$ cat config.mk
export PLATFORM = sky130hd
export DESIGN_NAME = ram_arbiter
export DESIGN_NICKNAME = d
export VERILOG_FILES = /design/src/rtl/ram_arb_pkg.sv /design/src/rtl/rr_pick2.sv /design/src/rtl/ram_arbiter.sv
export SDC_FILE = /design/constraint.sdc
export NUM_CORES = 1
export LEC_CHECK = 0
export ABC_AREA = 1
export CORE_MARGIN = 2
export CORE_UTILIZATION = 45
export DETAILED_ROUTE_END_ITERATION = 8
export DONT_BUFFER_PORTS = 1
export MAX_ROUTING_LAYER = met4
export SETUP_SLACK_MARGIN = 0.05
export SLEW_MARGIN = 20
export SYNTH_ARGS = -nofsm -noshare
export SYNTH_HDL_FRONTEND = slang
export SYNTH_SLANG_ARGS = --single-unit
$ cat constraint.sdc
create_clock -name clk -period 1.88 [get_ports clk]
set_input_delay 0.094 -clock clk [delete_from_list [all_inputs] [get_ports clk]]
set_output_delay 0.094 -clock clk [all_outputs]
set_load 0.05 [all_outputs]
$ cat src/rtl/ram_arb_pkg.sv
// rtl/ram_arb_pkg.sv - shared types and constants for the two-port SRAM arbiter
package ram_arb_pkg;

    localparam int ADDR_W = 32;
    localparam int DATA_W = 32;

    localparam logic [1:0] GNT_M0 = 2'b01;
    localparam logic [1:0] GNT_M1 = 2'b10;

    typedef enum logic [1:0] {
        IDLE = 2'd0,
        BUSY = 2'd1,
        DONE = 2'd2
    } state_t;

endpackage

$ cat src/rtl/rr_pick2.sv
// rtl/rr_pick2.sv - two-way round-robin picker, one-hot winner
module rr_pick2
    import ram_arb_pkg::*;
(
    input  logic [1:0] req,
    input  logic       last,
    output logic [1:0] win
);

    // last=1 means m1 was served most recently, so a tie goes to m0
    always_comb begin
        win = 2'b00;
        case (req)
            2'b01:   win = GNT_M0;
            2'b10:   win = GNT_M1;
            2'b11:   win = last ? GNT_M0 : GNT_M1;
            default: win = 2'b00;
        endcase
    end

endmodule

$ cat src/rtl/ram_arbiter.sv
// rtl/ram_arbiter.sv - round-robin arbiter sharing the ram bus between fetch (m0) and data (m1)
module ram_arbiter
    import ram_arb_pkg::*;
#(
    parameter int TIMEOUT = 16
) (
    input  logic              clk,
    input  logic              rst,

    input  logic              m0_req,
    input  logic [ADDR_W-1:0] m0_addr,
    input  logic [DATA_W-1:0] m0_wdata,
    input  logic              m0_we,
    output logic [DATA_W-1:0] m0_rdata,
    output logic              m0_ack,
    output logic              m0_err,

    input  logic              m1_req,
    input  logic [ADDR_W-1:0] m1_addr,
    input  logic [DATA_W-1:0] m1_wdata,
    input  logic              m1_we,
    output logic [DATA_W-1:0] m1_rdata,
    output logic              m1_ack,
    output logic              m1_err,

    output logic [ADDR_W-1:0] bus_addr_o,
    output logic [DATA_W-1:0] bus_data_o,
    input  logic [DATA_W-1:0] bus_data_i,
    output logic              bus_ce_o,
    output logic              bus_we_o,
    input  logic              bus_ack_i,

    output logic [1:0]        grant
);

    localparam logic [7:0] TMO_LAST = 8'(TIMEOUT - 1);

    state_t            state_q, state_d;
    logic              last_q;
    logic [7:0]        cnt_q;
    logic [1:0]        req, win;
    logic              tmo, fin, owner_m1;
    logic [DATA_W-1:0] fin_rdata;

    assign req = {m1_req, m0_req};

    rr_pick2 u_pick (
        .req  (req),
        .last (last_q),
        .win  (win)
    );

    assign owner_m1 = (grant == GNT_M1);
    assign tmo      = (cnt_q == TMO_LAST);
    assign fin      = (state_q == BUSY) && (bus_ack_i || tmo);
    // an ack on the timeout edge still wins; writes and aborts return zero
    assign fin_rdata = (bus_ack_i && !bus_we_o) ? bus_data_i : '0;

    always_comb begin
        state_d = state_q;
        case (state_q)
            IDLE:    if (|req) state_d = BUSY;
            BUSY:    if (bus_ack_i || tmo) state_d = DONE;
            DONE:    state_d = IDLE;
            default: state_d = IDLE;
        endcase
    end

    always_ff @(posedge clk or negedge rst) begin
        if (!rst) begin
            state_q <= IDLE;
        end else begin
            state_q <= state_d;
        end
    end

    always_ff @(posedge clk or negedge rst) begin
        if (!rst) begin
            last_q     <= 1'b1;
            cnt_q      <= '0;
            grant      <= 2'b00;
            bus_addr_o <= '0;
            bus_data_o <= '0;
            bus_ce_o   <= 1'b0;
            bus_we_o   <= 1'b0;
            m0_rdata   <= '0;
            m0_ack     <= 1'b0;
            m0_err     <= 1'b0;
            m1_rdata   <= '0;
            m1_ack     <= 1'b0;
            m1_err     <= 1'b0;
        end else begin
            m0_ack <= 1'b0;
            m0_err <= 1'b0;
            m1_ack <= 1'b0;
            m1_err <= 1'b0;
            case (state_q)
                IDLE: begin
                    if (|win) begin
                        grant      <= win;
                        cnt_q      <= '0;
                        bus_ce_o   <= 1'b1;
                        bus_addr_o <= win[1] ? m1_addr  : m0_addr;
                        bus_data_o <= win[1] ? m1_wdata : m0_wdata;
                        bus_we_o   <= win[1] ? m1_we    : m0_we;
                    end
                end
                BUSY: begin
                    if (cnt_q != 8'hFF) cnt_q <= cnt_q + 8'd1;
                    if (fin) begin
                        bus_ce_o   <= 1'b0;
                        bus_we_o   <= 1'b0;
                        bus_addr_o <= '0;
                        bus_data_o <= '0;
                        last_q     <= owner_m1;
                        if (owner_m1) begin
                            m1_ack   <= 1'b1;
                            m1_err   <= !bus_ack_i;
                            m1_rdata <= fin_rdata;
                        end else begin
                            m0_ack   <= 1'b1;
                            m0_err   <= !bus_ack_i;
                            m0_rdata <= fin_rdata;
                        end
                    end
                end
                DONE: begin
                    grant <= 2'b00;
                end
                default: begin
                    grant    <= 2'b00;
                    bus_ce_o <= 1'b0;
                    bus_we_o <= 1'b0;
                end
            endcase
        end
    end

endmodule

==> flow_summary.ini, run 1 <==
[status]
status = complete, but fails checks
violations = hold timing

[floorplan]
core_um2 = 15900
rows = 46
io_pins = 303
dieWidth_um = 132
initial_core_util_pct = 46.1
die_area_um2 = 17400
die_height_um = 132

[clock_network]
clk_pin_slew_ps = 60
htree_levels = 4
root_buffer = clkbuf_16
cts_buffer_depth = 2
cts_tree = built
postCtsHoldBufs = 177
cts_made_buffers = 17
clock_latency_ps = 430
post-cts-setup-buffer-count = 0
cts_sinks = 147

[synthesis]
synthesis.area_um2 = 7350
async_reset_ff_share_pct = 100
ys_seq_elements = 147
avgSynthCellArea_um2 = 7.64
synthCells = 962
synth.yosys.seq_area_share_pct = 50.0
synthFlopType = dfrtp_1
yosys_warnings = 0
syn-num-nets = 1130
ys_types = 26
synth-edff-count = 0

[final_layout]
final_nets = 1285
fin_area_um2 = 9980
area_growth_pct = 35.7
drive_gt1_share_pct = 7.26
fin_util_pct = 62.6
diodes = 0

[setup_path]
cp_num_buf_inv = 2
arrival_ps = 2070
crit_path_start_kind = flop
cp-startpoint = last_q$_DFFE_PN1P_
crit_fanout = 12
r2r_cells = 7
critPathSlowestCell = dlygate4sd3_1
path_cells = nand2_4 > buf_12 > nand3_1 > dlygate4sd3_1 > a21oi_1 > nand3_1 > nand2_1
crit_family = buffers and inverters
critPathKind = reg -> reg
cp_slowest_stage_delay_ps = 560
timing.rr.start = last_q$_DFFE_PN1P_
end_kind = flop
crit_cells = 7
critical_path_required_ps = 2190
crit_top_cell = nand3_1

[place]
routabilityCongestion = 0.818
dp_hpwl_um = 13300
pre_cts_ws_ps = -3.84
placed_cell_area_um2 = 7540
numPortBuffers = 0

[hold_path]
hp-class = in -> async

[route]
drtAntennaViolNets = 0
wl_um = 24600
dr.pass1.iters = 5
drc = 0
viasPerCell = 5.42
num_vias = 7301
drt_iter0_drc = 528
drt-wirelength-per-cell_um = 18.3

[sta]
rsz0062_at_grt = no
tns_ps = 0
finalWorstSetupSlack_ps = 118
tightest_slew_ps = 577
finalHoldViolations = 147
setup_viol = 0
period_needed_ps = 1760
clock_skew_ps = 12.3
slew_violations = 0
finalCritPeriodShare_pct = 93.7
fmax_mhz = 567
relSlewSlack_pct = 61.5
hold_ws_ps = -632

[power_and_ir_drop]
vdd_drop_max_mv = 0.887
leakage_nw = 5.17
p_per_area_nw_per_um2 = 1830

[global_route]
grt_overflow = 0
grt_pass1_wl_um = 40000
grt_max_degree = 148
use_met3_pct = 8.80
first_global_vias = 7606
gr-usage-all-layers_pct = 29.5
grt_use_met1_pct = 33.6
grt.busiest_layer = met2
antenna_found_initial = 0
grt_use_met2_pct = 47.7

[flow_run]
max_cap_violations = 0
-- final cells by class --
type                       count  area (um2)
clock buffer                  22         464
clock inverter                10         148
fill                        1346        5970
inverter                     133         500
multi-input combinational    615        2820
sequential                   147        3680
tap                          216         270
timing repair buffer         203        2100
-- logic make-up (layout without fill, tap and decap cells) --
| kind of cell | count (synthesis) | after routing | share of synthesized area (%) |
|---|---|---|---|
| buffers and inverters | 201 | 368 | 11.9 |
| and+or+nand+nor | 539 | 540 | 32.8 |
| adders and majority gates | 1 | 1 | 0.170 |
| AOI/OAI and AO/OA | 74 | 74 | 5.07 |
| DFF | 147 | 147 | 50.0 |
-- flip-flops by register name (all words and copies together) (netlist names) --
signal and flops:
m0_ack 1, bus_addr_o 32, bus_we_o 1, last_q 1
state_q 2, m1_rdata 32, m1_ack 1, m0_err 1
cnt_q 8, m1_err 1, bus_data_o 32, grant 2
bus_ce_o 1, m0_rdata 32
-- report_power, final --
part / leakage (nW) / internal [mW] / switching (mW)
clock network: 0.288 / 2.17 / 1.38
registers: 1.91 / 4.43 / 5.53
logic: 2.97 / 1.67 / 3.10
total: 5.17 / 8.27 / 10.0
-- cell usage in the layout (no fill, tap or decap), types with 2 or more instances in the layout --
cell type and instances:
nand2_1 290, dlygate4sd3_1 177, dfrtp_1 146, inv_1 126, nand3_1 124, nand4_1 66, nor2_1 39, o21ai_0 25
a21oi_1 25, o21ai_1 23, clkbuf_16 18, buf_4 16, buf_12 9, inv_2 6, nor2_2 5, nand2_2 5
nand3_2 4, bufinv_16 3, clkbuf_1 3, inv_6 3, clkinvlp_4 3, nand2_4 2, or2_2 2, clkbuf_8 2
-- cells in the mapped netlist (2+ instances only) --
| cell type | instances | area (um2) |
|---|---|---|
| nor2_1 | 39 | 146 |
| buf_6 | 9 | 101 |
| nand3_1 | 124 | 621 |
| a21oi_1 | 25 | 125 |
| inv_2 | 7 | 26.3 |
| nand2_1 | 293 | 1100 |
| clkbuf_1 | 18 | 67.6 |
| or2_2 | 2 | 12.5 |
| dfrtp_1 | 146 | 3650 |
| buf_4 | 2 | 15.0 |
| nand4_1 | 66 | 413 |
| nand2_2 | 3 | 18.8 |
| buf_2 | 37 | 185 |
| inv_1 | 126 | 473 |
| nor2_2 | 4 | 25.0 |
| o21ai_1 | 23 | 115 |
| buf_1 | 2 | 7.51 |
| o21ai_0 | 25 | 125 |
| nand3_2 | 4 | 40.0 |
-- stage by stage --
| stage | power (mW) | std cells |
|---|---|---|
| 2_1_floorplan | 12.9 | 962 |
| 3_3_place_gp | 14.1 | 1135 |
| 3_5_place_dp | 14.2 | 1135 |
| 4_1_cts | 18.1 | 1345 |
| 5_1_grt | 19.2 | 1346 |
| 6_report | 18.3 | 1346 |
-- per-layer routing --
metal  wire, um  vias up  share of wire, %
met2      12000      440                49
met3       2460       86                10
met5          0        -                 0
li1           -     3369                 -
met4        929        0               3.8
met1       9190     3406                37
-- final timing paths --
kind / to / slack (ps)
min reg2reg: last_q$_DFFE_PN1P_ / 480
min: m0_rdata[24]$_DFFE_PN0P_ / -630
max in group asynchronous: last_q$_DFFE_PN1P_ / 2300
max reg2reg: bus_addr_o[2]$_DFFE_PN0P_ / 120
max: bus_addr_o[2]$_DFFE_PN0P_ / 120
min in group clk: bus_addr_o[17]$_DFFE_PN0P_ / 40
-- repair_timing --
action | CTS | global route
cloned | 1 | 1
pin swaps | 1 | 1
resized for setup | 0 | 6
hold endpoints to repair | 279 | 147
endpoints found under the setup margin | 8 | 20
Note: power is estimated with default switching activity, not from simulation.
==> inputs of run 2 (changes only) <==
Settings changed: SYNTH_HIERARCHICAL from default to 1.
==> run 2 against run 1 <==
  * The flow still finishes with violations (hold timing)
  * First-iteration DRC count rose by 23%
  * Sequential power fell by 6.6%
  * Clock power fell by 11%
  * Core utilization fell by 1.5 points
  * Via count fell by 2.3%
  * Area after synthesis fell by 0.15%
  * Combinational power fell by 0.8%
  * Worst hold slack got worse by 0.56 ps
  * Highest routed layer unchanged
==> flow_summary.ini, run 2 <==
[synthesis]
yosys_warnings = 6
synthCells = 968
synthMostInstantiatedCell = nand2_1
synthesis.area_um2 = 7340
ys_top_cells_by_area = dfrtp_1, nand2_1, nand4_1, nand3_1, a21oi_1
synth-edff-count = 0
synth_top_area_cell = dfrtp_1
syn-num-nets = 1136
synth.yosys.seq_area_share_pct = 50.1
ys_seq_elements = 147
async_reset_ff_share_pct = 100
synthTopCellsByCount = nand2_1, dfrtp_1, nand3_1, nand4_1, a21oi_1
synthFlopType = dfrtp_1
avgSynthCellArea_um2 = 7.58
ys_types = 29
synth_top_area_share_pct = 49.8

[global_route]
grt_overflow = 0
antenna_found_initial = 0
first_global_vias = 7228
use_met3_pct = 9.15
grt_use_met2_pct = 41.5
grt_max_degree = 148
grt_pass1_wl_um = 36800
grt_use_met1_pct = 32.3
gr-usage-all-layers_pct = 26.8
grt.busiest_layer = met2

[route]
drt-wirelength-per-cell_um = 17.1
drc = 0
num_vias = 7132
drt_iter0_drc = 649
wl_um = 22800
viasPerCell = 5.35
dr.pass1.iters = 6
drtAntennaViolNets = 0

[power_and_ir_drop]
switching_share_pct = 55.0
p_per_area_nw_per_um2 = 1770
p_seq_share_pct = 54.1
combinationalPowerShare_pct = 27.5
power.internal_mw = 7.74
power.switching_mw = 9.45
p_clk_share_pct = 18.4
vdd_drop_max_mv = 0.853
leakage_nw = 4.99

[clock_network]
cts_tree = built
postCtsHoldBufs = 166
cts_buffer_depth = 2
htree_levels = 4
root_buffer = clkbuf_16
clock_latency_ps = 420
cts_made_buffers = 17
cts_sinks = 147
clk_pin_slew_ps = 60

[sta]
tightest_slew_ps = 537
finalCritPeriodShare_pct = 94.2
period_needed_ps = 1770
finalHoldViolations = 147
slew_violations = 0
fmax_mhz = 565
setup_viol = 0
relSlewSlack_pct = 64.2
clock_skew_ps = 12.9
rsz0062_at_grt = yes
hold_ws_ps = -633
tns_ps = 0

[floorplan]
die_area_um2 = 17400
dieWidth_um = 132
rows = 46
die_height_um = 132
io_pins = 303
core_um2 = 15900
initial_core_util_pct = 46.1

[final_layout]
final_cell_mix = nand2_1, dlygate4sd3_1, dfrtp_1
final_nets = 1273
fin_area_um2 = 9730
area_growth_pct = 32.5
drive_gt1_share_pct = 6.71
layout_commonest_cell = nand2_1
fin_cells = 1334
diodes = 0

[setup_path]
cp_slowest_stage_delay_ps = 580
critPathKind = reg -> reg
crit_top_cell = nand2_1
critPathSlowestCell = dfstp_2
crit_fanout = 32
path_cells = nand3_1 > nand2_1 > nor2_1 > a21oi_4 > nand2_2 > clkbuf_16 > nand2_1 > nand2_1
end_kind = flop
crit_path_start_kind = flop
arrival_ps = 2080
critical_path_required_ps = 2190

[place]
dp_hpwl_um = 12800
dp.cells = 1135
numPortBuffers = 0
routabilityCongestion = 0.816
placed_cell_area_um2 = 7490

[flow_run]
max_cap_violations = 0

[status]
violations = hold timing
status = complete, but fails checks

[hold_path]
hp-class = in -> async
## run 2: changes by cell type after synthesis, sizes merged
cell | previous run | this run
nand3 | 128 | 78
nand2 | 297 | 425
buf | 50 | 56
clkbuf | 18 | 17
o21ai | 48 | 11
o22ai | 0 | 1
nand3b | 1 | 0
a21oi | 25 | 66
inv | 133 | 52
## run 2: metal layers
layer  vias up  part of all wire, %
li1       3379                    -
met1      3348                   41
met2       347                   48
met3        58                  8.4
met4         0                  2.9
met5         -                    0
## run 2: power groups by stage
stage                     Clock (mW)  Combinational [mW]  Sequential (mW)
final                           3.16                4.73             9.30
after global routing            3.36                5.31             9.42
after CTS                       3.24                4.58             9.30
after detailed placement           0                4.31             9.34
after global placement             0                4.23             9.37
after floorplan                    0                3.28             9.06
## run 2: what timing repair did
item	4_1_cts	5_1_grt
setup buffers	0	0
endpoints found under the hold margin	280	147
gates resized for setup	0	1
endpoints found under the setup margin	0	74
## run 2: stage by stage
step,setup WS [ps],util (%),power [mW]
after detailed placement,160,47.0,13.6
after global routing,21.9,61.0,18.1
after floorplan,325,-,12.3
final,110,61.0,17.2
after global placement,163,47.0,13.6
after CTS,146,60.9,17.1
## run 2: area by class of cell
type                            count  area (um2)
Sequential cell                   147        3680
Fill cell                        1333        6210
Clock inverter                     12         109
Multi-Input combinational cell    696        3080
Inverter                           52         195
Timing Repair Buffer              191        1960
Clock buffer                       20         437
Tap cell                          216         270
## run 2: final timing paths
check	start	cells after the start	slack [ps]	endpoint
max in group asynchronous	rst	0	2270	bus_data_o[28]$_DFFE_PN0P_
min reg2reg	last_q$_DFFE_PN1P_	2	500	last_q$_DFFE_PN1P_
min	rst	0	-630	m0_ack$_DFF_PN0_
max	last_q$_DFFE_PN1P_	8	110	bus_data_o[8]$_DFFE_PN0P_
max reg2reg	last_q$_DFFE_PN1P_	8	110	bus_data_o[8]$_DFFE_PN0P_
min in group clk	m1_req	5	80	grant[0]$_DFFE_PN0P_
## run 2: critical path: cells and delay by family (launching register included)
kind	cells	cell delay, ps
AO/OA/AOI/OAI	1	270
buffers and inverters	1	240
flip-flops	1	580
AND/OR/NAND/NOR	6	550
## run 2: cell families after synthesis
group | Yosys count | synth area share (%)
AOI/OAI and AO/OA | 79 | 5.54
adders and majority gates | 1 | 0.170
buffers and inverters | 125 | 8.16
DFF | 147 | 50.1
and+or+nand+nor | 616 | 36.0
